==> src/rtl/wt_col_sched_if.sv <==
// Bundle between the layer controller / weight buffer and the column-skewed weight read scheduler.
interface wt_col_sched_if #(
    parameter int C  = 8,
    parameter int AW = 14,
    parameter int CW = 11
);
    logic            start;
    logic [CW-1:0]   len;
    logic [CW-1:0]   pass_num;
    logic [AW-1:0]   base_addr;
    logic [AW-1:0]   col_stride;
    logic [AW-1:0]   pass_stride;
    logic            hold;
    logic [C-1:0]    wt_vld;
    logic [C*AW-1:0] wt_addr;
    logic            busy;
    logic            done;

    modport master (
        output start, len, pass_num, base_addr, col_stride, pass_stride, hold,
        input  wt_vld, wt_addr, busy, done
    );

    modport slave (
        input  start, len, pass_num, base_addr, col_stride, pass_stride, hold,
        output wt_vld, wt_addr, busy, done
    );
endinterface

==> src/rtl/wt_col_sched.sv <==
// Column-skewed weight read scheduler for the PE array.
// States: IDLE wait start | RUN issue column-0 reads | DRAIN flush the skew pipe | DONE done pulse
module wt_col_sched #(
    parameter int C  = 8,
    parameter int AW = 14,
    parameter int CW = 11
) (
    input logic           clk_cal,
    input logic           rst_cal,
    wt_col_sched_if.slave bus
);
    localparam int DW = (C > 2) ? $clog2(C) : 1;

    typedef enum logic [1:0] {S_IDLE, S_RUN, S_DRAIN, S_DONE} state_t;

    state_t          r_state;
    logic [CW-1:0]   r_len;
    logic [CW-1:0]   r_pnum;
    logic [CW-1:0]   r_k;
    logic [CW-1:0]   r_p;
    logic [AW-1:0]   r_base;
    logic [AW-1:0]   r_cstr;
    logic [AW-1:0]   r_pstr;
    logic [AW-1:0]   r_off;
    logic [C-1:0]    r_sv;
    logic [C-1:0]    r_ovld;
    logic [AW-1:0]   r_addr [C];
    logic [DW-1:0]   r_dcnt;
    logic            r_busy;
    logic            r_done;

    logic            w_idle_start;
    logic            w_degen;
    logic            w_issue;
    logic            w_last_k;
    logic            w_last;
    logic            w_adv;
    logic [CW-1:0]   w_len;
    logic [CW-1:0]   w_pnum;
    logic [CW-1:0]   w_k;
    logic [CW-1:0]   w_p;
    logic [CW-1:0]   w_k_nx;
    logic [CW-1:0]   w_p_nx;
    logic [AW-1:0]   w_base;
    logic [AW-1:0]   w_pstr;
    logic [AW-1:0]   w_off;
    logic [AW-1:0]   w_off_nx;
    logic [AW-1:0]   w_addr0;
    logic [C-1:0]    w_nv;
    logic [AW-1:0]   w_na [C];
    logic [C*AW-1:0] w_addr_flat;

    // The accepting start edge is also the first issue, so column 0 is valid the very next cycle.
    always_comb begin
        w_idle_start = (r_state == S_IDLE) && bus.start;
        w_degen      = (bus.len == '0) || (bus.pass_num == '0);
        w_len        = (r_state == S_IDLE) ? bus.len         : r_len;
        w_pnum       = (r_state == S_IDLE) ? bus.pass_num    : r_pnum;
        w_base       = (r_state == S_IDLE) ? bus.base_addr   : r_base;
        w_pstr       = (r_state == S_IDLE) ? bus.pass_stride : r_pstr;
        w_k          = (r_state == S_IDLE) ? '0 : r_k;
        w_p          = (r_state == S_IDLE) ? '0 : r_p;
        w_off        = (r_state == S_IDLE) ? '0 : r_off;
        w_issue      = !bus.hold && ((w_idle_start && !w_degen) || (r_state == S_RUN));
        w_last_k     = (w_k == w_len - CW'(1));
        w_last       = w_last_k && (w_p == w_pnum - CW'(1));
        w_adv        = w_issue || ((r_state == S_DRAIN) && !bus.hold);
        w_addr0      = w_base + w_off + AW'(w_k);
        if (w_last_k) begin
            w_k_nx   = '0;
            w_p_nx   = w_p + CW'(1);
            w_off_nx = w_off + w_pstr;
        end else begin
            w_k_nx   = w_k + CW'(1);
            w_p_nx   = w_p;
            w_off_nx = w_off;
        end
    end

    always_comb begin
        w_nv    = {r_sv[C-2:0], w_issue};
        w_na[0] = w_addr0;
        for (int c = 1; c < C; c++) begin
            w_na[c] = r_addr[c-1] + r_cstr;
        end
        w_addr_flat = '0;
        for (int c = 0; c < C; c++) begin
            w_addr_flat[c*AW +: AW] = r_addr[c];
        end
    end

    always_ff @(posedge clk_cal) begin
        if (rst_cal) begin
            r_state <= S_IDLE;
            r_len   <= '0;
            r_pnum  <= '0;
            r_k     <= '0;
            r_p     <= '0;
            r_base  <= '0;
            r_cstr  <= '0;
            r_pstr  <= '0;
            r_off   <= '0;
            r_sv    <= '0;
            r_ovld  <= '0;
            r_dcnt  <= '0;
            r_busy  <= 1'b0;
            r_done  <= 1'b0;
            for (int c = 0; c < C; c++) begin
                r_addr[c] <= '0;
            end
        end else begin
            // r_sv keeps the logical pipe contents while hold blanks the visible enables.
            if (w_adv) begin
                r_sv   <= w_nv;
                r_ovld <= w_nv;
                for (int c = 0; c < C; c++) begin
                    if (w_nv[c]) begin
                        r_addr[c] <= w_na[c];
                    end
                end
            end else begin
                r_ovld <= '0;
            end

            case (r_state)
                S_IDLE: begin
                    r_done <= 1'b0;
                    if (bus.start) begin
                        r_len  <= bus.len;
                        r_pnum <= bus.pass_num;
                        r_base <= bus.base_addr;
                        r_cstr <= bus.col_stride;
                        r_pstr <= bus.pass_stride;
                        r_busy <= 1'b1;
                        if (w_degen) begin
                            r_state <= S_DONE;
                            r_done  <= 1'b1;
                        end else begin
                            r_dcnt <= '0;
                            if (w_issue) begin
                                r_k     <= w_k_nx;
                                r_p     <= w_p_nx;
                                r_off   <= w_off_nx;
                                r_state <= w_last ? S_DRAIN : S_RUN;
                            end else begin
                                r_k     <= '0;
                                r_p     <= '0;
                                r_off   <= '0;
                                r_state <= S_RUN;
                            end
                        end
                    end
                end
                S_RUN: begin
                    if (w_issue) begin
                        r_k   <= w_k_nx;
                        r_p   <= w_p_nx;
                        r_off <= w_off_nx;
                        if (w_last) begin
                            r_state <= S_DRAIN;
                            r_dcnt  <= '0;
                        end
                    end
                end
                S_DRAIN: begin
                    if (!bus.hold) begin
                        if (r_dcnt == DW'(C - 1)) begin
                            r_state <= S_DONE;
                            r_done  <= 1'b1;
                        end else begin
                            r_dcnt <= r_dcnt + DW'(1);
                        end
                    end
                end
                S_DONE: begin
                    r_done <= 1'b0;
                    if (!bus.hold) begin
                        r_state <= S_IDLE;
                        r_busy  <= 1'b0;
                    end
                end
                default: r_state <= S_IDLE;
            endcase
        end
    end

    assign bus.wt_vld  = r_ovld;
    assign bus.wt_addr = w_addr_flat;
    assign bus.busy    = r_busy;
    assign bus.done    = r_done;
endmodule

==> src/flat_wrapper.sv <==
// flat-port wrapper written by rule: the top's interface ports become plain ports
module wt_col_sched_flat 
#(
    parameter int C  = 8,
    parameter int AW = 14,
    parameter int CW = 11
)
  (clk_cal, rst_cal, bus_start, bus_len, bus_pass_num, bus_base_addr, bus_col_stride, bus_pass_stride, bus_hold, bus_wt_vld, bus_wt_addr, bus_busy, bus_done);
  wt_col_sched_if #(.C(C), .AW(AW), .CW(CW)) bus_i ();
  input logic clk_cal;
  input logic rst_cal;
  input wire logic [$bits(bus_i.start)-1:0] bus_start;
  input wire logic [$bits(bus_i.len)-1:0] bus_len;
  input wire logic [$bits(bus_i.pass_num)-1:0] bus_pass_num;
  input wire logic [$bits(bus_i.base_addr)-1:0] bus_base_addr;
  input wire logic [$bits(bus_i.col_stride)-1:0] bus_col_stride;
  input wire logic [$bits(bus_i.pass_stride)-1:0] bus_pass_stride;
  input wire logic [$bits(bus_i.hold)-1:0] bus_hold;
  output wire logic [$bits(bus_i.wt_vld)-1:0] bus_wt_vld;
  output wire logic [$bits(bus_i.wt_addr)-1:0] bus_wt_addr;
  output wire logic [$bits(bus_i.busy)-1:0] bus_busy;
  output wire logic [$bits(bus_i.done)-1:0] bus_done;
  assign bus_i.start = bus_start;
  assign bus_i.len = bus_len;
  assign bus_i.pass_num = bus_pass_num;
  assign bus_i.base_addr = bus_base_addr;
  assign bus_i.col_stride = bus_col_stride;
  assign bus_i.pass_stride = bus_pass_stride;
  assign bus_i.hold = bus_hold;
  assign bus_wt_vld = bus_i.wt_vld;
  assign bus_wt_addr = bus_i.wt_addr;
  assign bus_busy = bus_i.busy;
  assign bus_done = bus_i.done;
  wt_col_sched #(.C(C), .AW(AW), .CW(CW)) u_core (.clk_cal(clk_cal), .rst_cal(rst_cal), .bus(bus_i));
endmodule
==> config.mk <==
export PLATFORM = sky130hd
export DESIGN_NAME = wt_col_sched_flat
export DESIGN_NICKNAME = d
export VERILOG_FILES = /design/src/rtl/wt_col_sched_if.sv /design/src/rtl/wt_col_sched.sv /design/src/flat_wrapper.sv
export SDC_FILE = /design/constraint.sdc
export NUM_CORES = 1
export LEC_CHECK = 0
export CAP_MARGIN = 15
export CORE_ASPECT_RATIO = 0.8
export CORE_MARGIN = 1
export CORE_UTILIZATION = 38
export CTS_CLUSTER_DIAMETER = 150
export DETAILED_ROUTE_END_ITERATION = 16
export PLACE_DENSITY_LB_ADDON = 0.05
export SYNTH_ARGS = -nofsm -noshare
export SYNTH_HDL_FRONTEND = slang
export SYNTH_SLANG_ARGS = --single-unit
export TNS_END_PERCENT = 1
==> constraint.sdc <==
create_clock -name clk_cal -period 5.1 [get_ports clk_cal]
set_input_delay 0.51 -clock clk_cal [delete_from_list [all_inputs] [get_ports clk_cal]]
set_output_delay 0.51 -clock clk_cal [all_outputs]
set_load 0.02 [all_outputs]
==> results of run 1 <==
[cell type report]
cell class / count / area [um^2] / share of cell area
Clock buffer: 40 / 811 / 0.0424
Clock inverter: 12 / 160 / 0.00838
Inverter: 85 / 319 / 0.0167
Multi-Input combinational cell: 1368 / 9310 / 0.487
Sequential cell: 234 / 5810 / 0.304
Tap cell: 544 / 681 / 0.0356
Timing Repair Buffer: 206 / 2020 / 0.106
[cell families after synthesis]
family	after synthesis	share of synthesized area
AOI/OAI and AO/OA	389	0.161
DFF	234	0.370
adders and majority gates	149	0.128
xor gates and xnor gates	120	0.0670
muxes	63	0.0419
and+or+nand+nor	647	0.194
buffers and inverters	151	0.0377
[placed cells by master (no fill, tap or decap), types with 6 or more instances in the layout]
cell / count
a21o_1: 25
nand4_1: 10
nor2b_1: 35
mux2_2: 21
mux2i_1: 42
o21ai_0: 70
buf_4: 18
a22oi_1: 11
nor2_1: 167
dfxtp_1: 122
nor4_1: 9
a211o_1: 6
a41o_1: 6
o31a_1: 6
edfxtp_1: 112
a31oi_1: 11
clkbuf_1: 6
o211ai_1: 10
a21oi_1: 144
nand2_1: 223
or3_1: 15
o211a_1: 8
o21a_1: 13
clkbuf_16: 29
xor2_1: 60
and3_1: 12
nor3_1: 79
inv_1: 84
a21boi_0: 14
nand3_1: 26
o41ai_1: 11
xnor2_1: 60
ha_1: 128
nand2b_1: 28
clkdlybuf4s50_1: 188
a22o_1: 7
fa_1: 20
[per-stage QoR]
step,worst slack [ns],instance area [um^2],utilization
after floorplan,0.0380,15700,-
after global placement,0.895,18100,0.446
after detailed placement,0.757,18100,0.446
after CTS,0.711,19100,0.470
after global routing,0.334,19100,0.470
final,0.687,19100,0.470
[sequential cells by signal, summed over array words and instances, names as in the netlist]
name,count
u_core.r_addr,112
u_core.r_base,14
u_core.r_cstr,14
u_core.r_off,14
u_core.r_pstr,14
u_core.r_k,11
u_core.r_len,11
u_core.r_p,11
u_core.r_pnum,11
u_core.bus.wt_vld,8
u_core.r_sv,7
u_core.r_dcnt,3
u_core.r_state,2
u_core.bus.busy,1
u_core.bus.done,1
[layer usage]
metal / routed length, um / vias up / share of wire / track usage
li1: - / 6618 / - / -
met1: 23400 / 6182 / 0.52 / 0.322
met2: 18500 / 340 / 0.41 / 0.313
met3: 2400 / 49 / 0.053 / 0.0329
met4: 847 / 0 / 0.019 / 0.0435
met5: 0 / - / 0 / 0
[power by group]
group / switching (W) / internal (W) / total [W]
Combinational: 0.00206 / 0.00139 / 0.00345
Clock: 0.000830 / 0.00130 / 0.00213
Sequential: 0.000254 / 0.00219 / 0.00245
Total: 0.00314 / 0.00489 / 0.00803
[worst max-delay path, delay by kind of cell (launching register included)]
family	cells	cell delay (ns)
compound gates	6	1.43
simple gates	3	0.47
buf+inv	4	0.65
fa+ha+maj	4	1.34
flops	1	0.42
[final timing paths]
path                               end  slack, ns  depth (start not counted)
setup reg to reg  u_core.r_addr[0][13]       0.69                         17
setup / recovery  u_core.r_addr[0][13]       0.69                         17
hold reg to reg      u_core.r_base[11]       0.45                          2
hold / removal       u_core.r_base[11]       0.45                          2
[synthesized netlist by cell type (all sizes together) (6+ instances only)]
master / number
mux2: 21
nor2: 168
nor4: 12
a22o: 7
a41o: 6
nor2b: 35
xor2: 60
or4: 6
or3: 15
a31oi: 11
a21oi: 144
xnor2: 60
dfxtp: 122
a21boi: 14
buf: 14
nand2b: 28
ha: 129
o211ai: 10
clkbuf: 52
nand3: 26
edfxtp: 112
and2: 6
o21a: 13
o21ai: 73
o31a: 6
nand2: 224
o41ai: 12
nand4: 10
mux2i: 42
a211o: 6
o211a: 8
fa: 20
a21o: 25
a22oi: 11
nor3: 80
and3: 12
inv: 85
==> impl_metrics.ini, run 1 <==
[run_status]
status = completed

[placed_design]
dpl.cell_count = 2437
dpl.hpwl_um = 34400
gp_congestion = 0.897
placement.io_buffers = 189

[routing]
routedWlPerCell_um = 18.1
dr_total_vias = 13189
drt_iter0_drc = 893
avgViaCountPerCell = 5.30
ant_nets = 0
post-route-drc-count = 0
wirelength_um = 45100
drtPass1Iterations = 6

[synth]
synth_cells = 1753
synth_top_area_frac = 0.215
async_reset_ff_frac = 0
syn_area_um2 = 15700
syn_avg_cell_area_um2 = 8.94
yosys_register_bits = 234
synth_cell_type_count = 76
synth_nets = 1970
synth_edf_count = 112
yosys.area.top_type = edfxtp_1
synthFlopType = dfxtp_1
synth_warnings = 0
synth_seq_area_share = 0.370
synth.area.top_cells = edfxtp_1, dfxtp_1, ha_1

[critical_path]
max_stage_delay_ns = 0.51
cp.required_ns = 5.53
crit_fanout = 26
startpoint_type = register
slowest_stage = fa_1
worst-setup-path-type = register to register
cp-end-kind = register
cp_common_cell = inv_1
r2r-start = u_core.r_state[1]
path_cells = inv_1, ha_4, inv_1, nand2_1, fa_1, inv_1, ha_1, inv_1, fa_1, nor2b_1, o21ai_0, a21oi_1, o21ai_0, a211oi_1, o211ai_1, a211o_1, nand2_1
cp.arrival_ns = 4.84
startpoint = u_core.r_state[1]

[global_routing]
grt_pass1_vias = 12307
antenna_found_initial = 0
grt_pass1_wl_um = 70400
grt_max_degree = 79
grt.overflow.total = 0
grt.total_usage = 0.212

[cells_and_area]
area_delta_synth_final_pct = 21.9
drive_above_1_share = 0.0545
n_fill_cell = 3967
diodes = 0
final_nets = 2140
stdcell_count = 2489

[timing]
finalClockSkew_ns = 0.0121
whs_ns = 0.452
fmax_mhz = 227
hold_violations = 0
fin_crit_ns = 4.41
max-slew-margin-rel = 0.379
setup_tns_ns = 0
setup_viol = 0
finalCritPeriodShare = 0.865
maxSlewViolCount = 0
worst_pin_slew_ns = 0.930
grt_setup_unrepaired = no

[clock_tree]
clk_pin_slew_worst_paths_ns = 0.06
cts_buffer_depth = 3
cts_tree = built
clockRootBuffer = clkbuf_16
ctsHoldBuffers = 0
post-cts-setup-buffers = 0
htree_levels = 1
numCtsBuffers = 28
cts_resized = 0
clock-sinks = 234
clock_latency_ns = 0.55

[worst_hold_path]
min_from = u_core.r_base[11]
hold_path_class = register to register

[floorplanning]
die_width_um = 229
start_util = 0.386
num_io_pins = 190
rows = 66
coreArea_um2 = 40600
die_area_um2 = 42100
fp.dieH_um = 184

[power_and_ir_drop]
power_w = 0.00803
vdd_drop_max_uv = 259
total_leakage_power_nw = 7.86
p_per_area_nw_per_um2 = 420

[run]
maxCapViolations = 0
(Power assumes the default switching activity.)
==> inputs of run 2 (changes only) <==
--- a/config.mk
+++ b/config.mk
@@ -11,7 +11,9 @@
 export CORE_UTILIZATION = 38
 export CTS_CLUSTER_DIAMETER = 150
 export DETAILED_ROUTE_END_ITERATION = 16
+export DONT_BUFFER_PORTS = 1
 export PLACE_DENSITY_LB_ADDON = 0.05
+export RECOVER_POWER = 25
 export SYNTH_ARGS = -nofsm -noshare
 export SYNTH_HDL_FRONTEND = slang
 export SYNTH_SLANG_ARGS = --single-unit
==> run 2 against run 1 <==
  * Clock-buffer cell count did not move
  * Setup slack improved by 0.15 ns
  * Fmax rose by 3.4%
  * Global-route usage barely moved
  * Routed wire length rose by 0.55%
  * Worst hold slack got worse by 0.38 ns
  * Sequential share of layout area rose by 3.5 points
  * Final cell count fell by 7.7%
  * Clock skew barely moved
  * Final area fell by 10%
  * Die area did not move
  * Flip-flop and latch count did not move
  * Critical path type unchanged
  * Largest cell class unchanged
==> impl_metrics.ini, run 2 (synthesized netlist as in run 1, its figures left out) <==
[global_routing]
grt.overflow.total = 0
grt_pass1_vias = 11690
grt_max_degree = 109
grt.total_usage = 0.212
antenna_found_initial = 0
grt_pass1_wl_um = 69700

[run]
maxCapViolations = 0

[routing]
ant_nets = 0
wirelength_um = 45300
dr_total_vias = 12381
drtPass1Iterations = 7
post-route-drc-count = 0
drt_iter0_drc = 841
avgViaCountPerCell = 5.39
routedWlPerCell_um = 19.7

[timing]
whs_ns = 0.0736
maxSlewViolCount = 0
max-slew-margin-rel = 0.373
worst_pin_slew_ns = 0.939
grt_setup_unrepaired = no
setup_viol = 0
fmax_mhz = 234
finalClockSkew_ns = 0.0118
fin_ws_ns = 0.833
setup_tns_ns = 0
fin_crit_ns = 4.27
finalCritPeriodShare = 0.837
hold_violations = 0

[clock_tree]
cts_tree = built
clk_pin_slew_worst_paths_ns = 0.06
clock-sinks = 234
numCtsBuffers = 29
post-cts-setup-buffers = 0
cts_buffer_depth = 3
clockRootBuffer = clkbuf_16
htree_levels = 1
clock_latency_ns = 0.57

[placed_design]
pre_cts_ws_ns = 0.921
dpl.hpwl_um = 33800
gp_congestion = 0.834
placement.io_buffers = 0
dpl_cell_area_um2 = 16200

[critical_path]
worst-setup-path-type = register to register
startpoint_type = register
cp_common_cell = inv_1
cp.arrival_ns = 4.70
slowest_stage = fa_1
path_cells = inv_1, ha_4, inv_1, nand2_1, fa_1, inv_1, ha_1, inv_1, fa_1, nor2b_1, o21ai_0, a21oi_1, o21ai_0, a211oi_1, o211ai_1, a211o_1, nand2_1
cp.required_ns = 5.54
cp-end-kind = register
max_stage_delay_ns = 0.51
crit_fanout = 17

[cells_and_area]
drive_above_1_share = 0.0576
n_fill_cell = 4079
area_delta_synth_final_pct = 9.16
final_nets = 1948
final_common_cell = nand2_1
diodes = 0
final_area_um2 = 17100
largest_register_ffs = 112
layout_common_cells = nand2_1, nor2_1, a21oi_1
top_register = u_core.r_addr

[floorplanning]
die_area_um2 = 42100
coreArea_um2 = 40600
die_width_um = 229
rows = 66
start_util = 0.386
num_io_pins = 190
fp.dieH_um = 184

[power_and_ir_drop]
vdd_drop_max_uv = 243
p_per_area_nw_per_um2 = 447
total_leakage_power_nw = 7.09

[run_status]
status = completed

[worst_hold_path]
hold_path_class = input port to register
-- run 2: cell count changes in the layout (fill, tap and decap cells not counted), sizes merged --
cell / delta
clkdlybuf4s50: -188
bufinv: -3
buf: -5
clkinv: +3
clkinvlp: +1
-- run 2: path summary, 6_finish.rpt --
path                             from                    to  slack (ns)  depth (start not counted)
setup / recovery    u_core.r_state[0]  u_core.r_addr[0][13]        0.83                         17
hold / removal    bus_pass_stride[12]     u_core.r_pstr[12]        0.07                          2
setup reg to reg    u_core.r_state[0]  u_core.r_addr[0][13]        0.83                         17
hold reg to reg     u_core.r_base[11]     u_core.r_base[11]        0.45                          2
-- run 2: layout make-up --
class | count | area (um^2) | area share
clock inverters | 13 | 95.1 | 0.00556
flip-flops and latches | 234 | 5810 | 0.339
inverters | 85 | 319 | 0.0186
multi-input cells | 1368 | 9320 | 0.544
clock buffers | 40 | 788 | 0.0461
well taps | 544 | 681 | 0.0398
repair buffers | 13 | 110 | 0.00643
-- run 2: metal layers --
metal  global-route usage  wire (um)  share of wire
met5                    0          0              0
met4               0.0437        850          0.019
met2                0.302      18200           0.40
met1                0.320      23500           0.52
met3               0.0509       2840          0.063
-- run 2: metrics by stage --
stage | cells | total power, W | util
after floorplan | 1753 | 0.00492 | -
after global placement | 2243 | 0.00571 | 0.399
after detailed placement | 2243 | 0.00572 | 0.399
after CTS | 2297 | 0.00774 | 0.421
after global routing | 2297 | 0.00818 | 0.421
final | 2297 | 0.00765 | 0.421
-- run 2: report_power, final --
group          switching [W]  internal [W]
Combinational        0.00188       0.00121
Sequential          0.000397       0.00220
Clock               0.000843       0.00113
-- run 2: what timing repair did --
item,4_1_cts,5_1_grt
hold buffers,1,0
endpoints found under the hold margin,45,0
resized for setup,0,0
-- run 2: critical path, delay by kind of cell, from the launching register on --
kind	cells	cell delay (ns)
AND/OR/NAND/NOR	3	0.46
buffers and inverters	4	0.62
adder cells (fa/ha/maj)	4	1.25
flip-flops	1	0.41
AO/OA/AOI/OAI	6	1.41
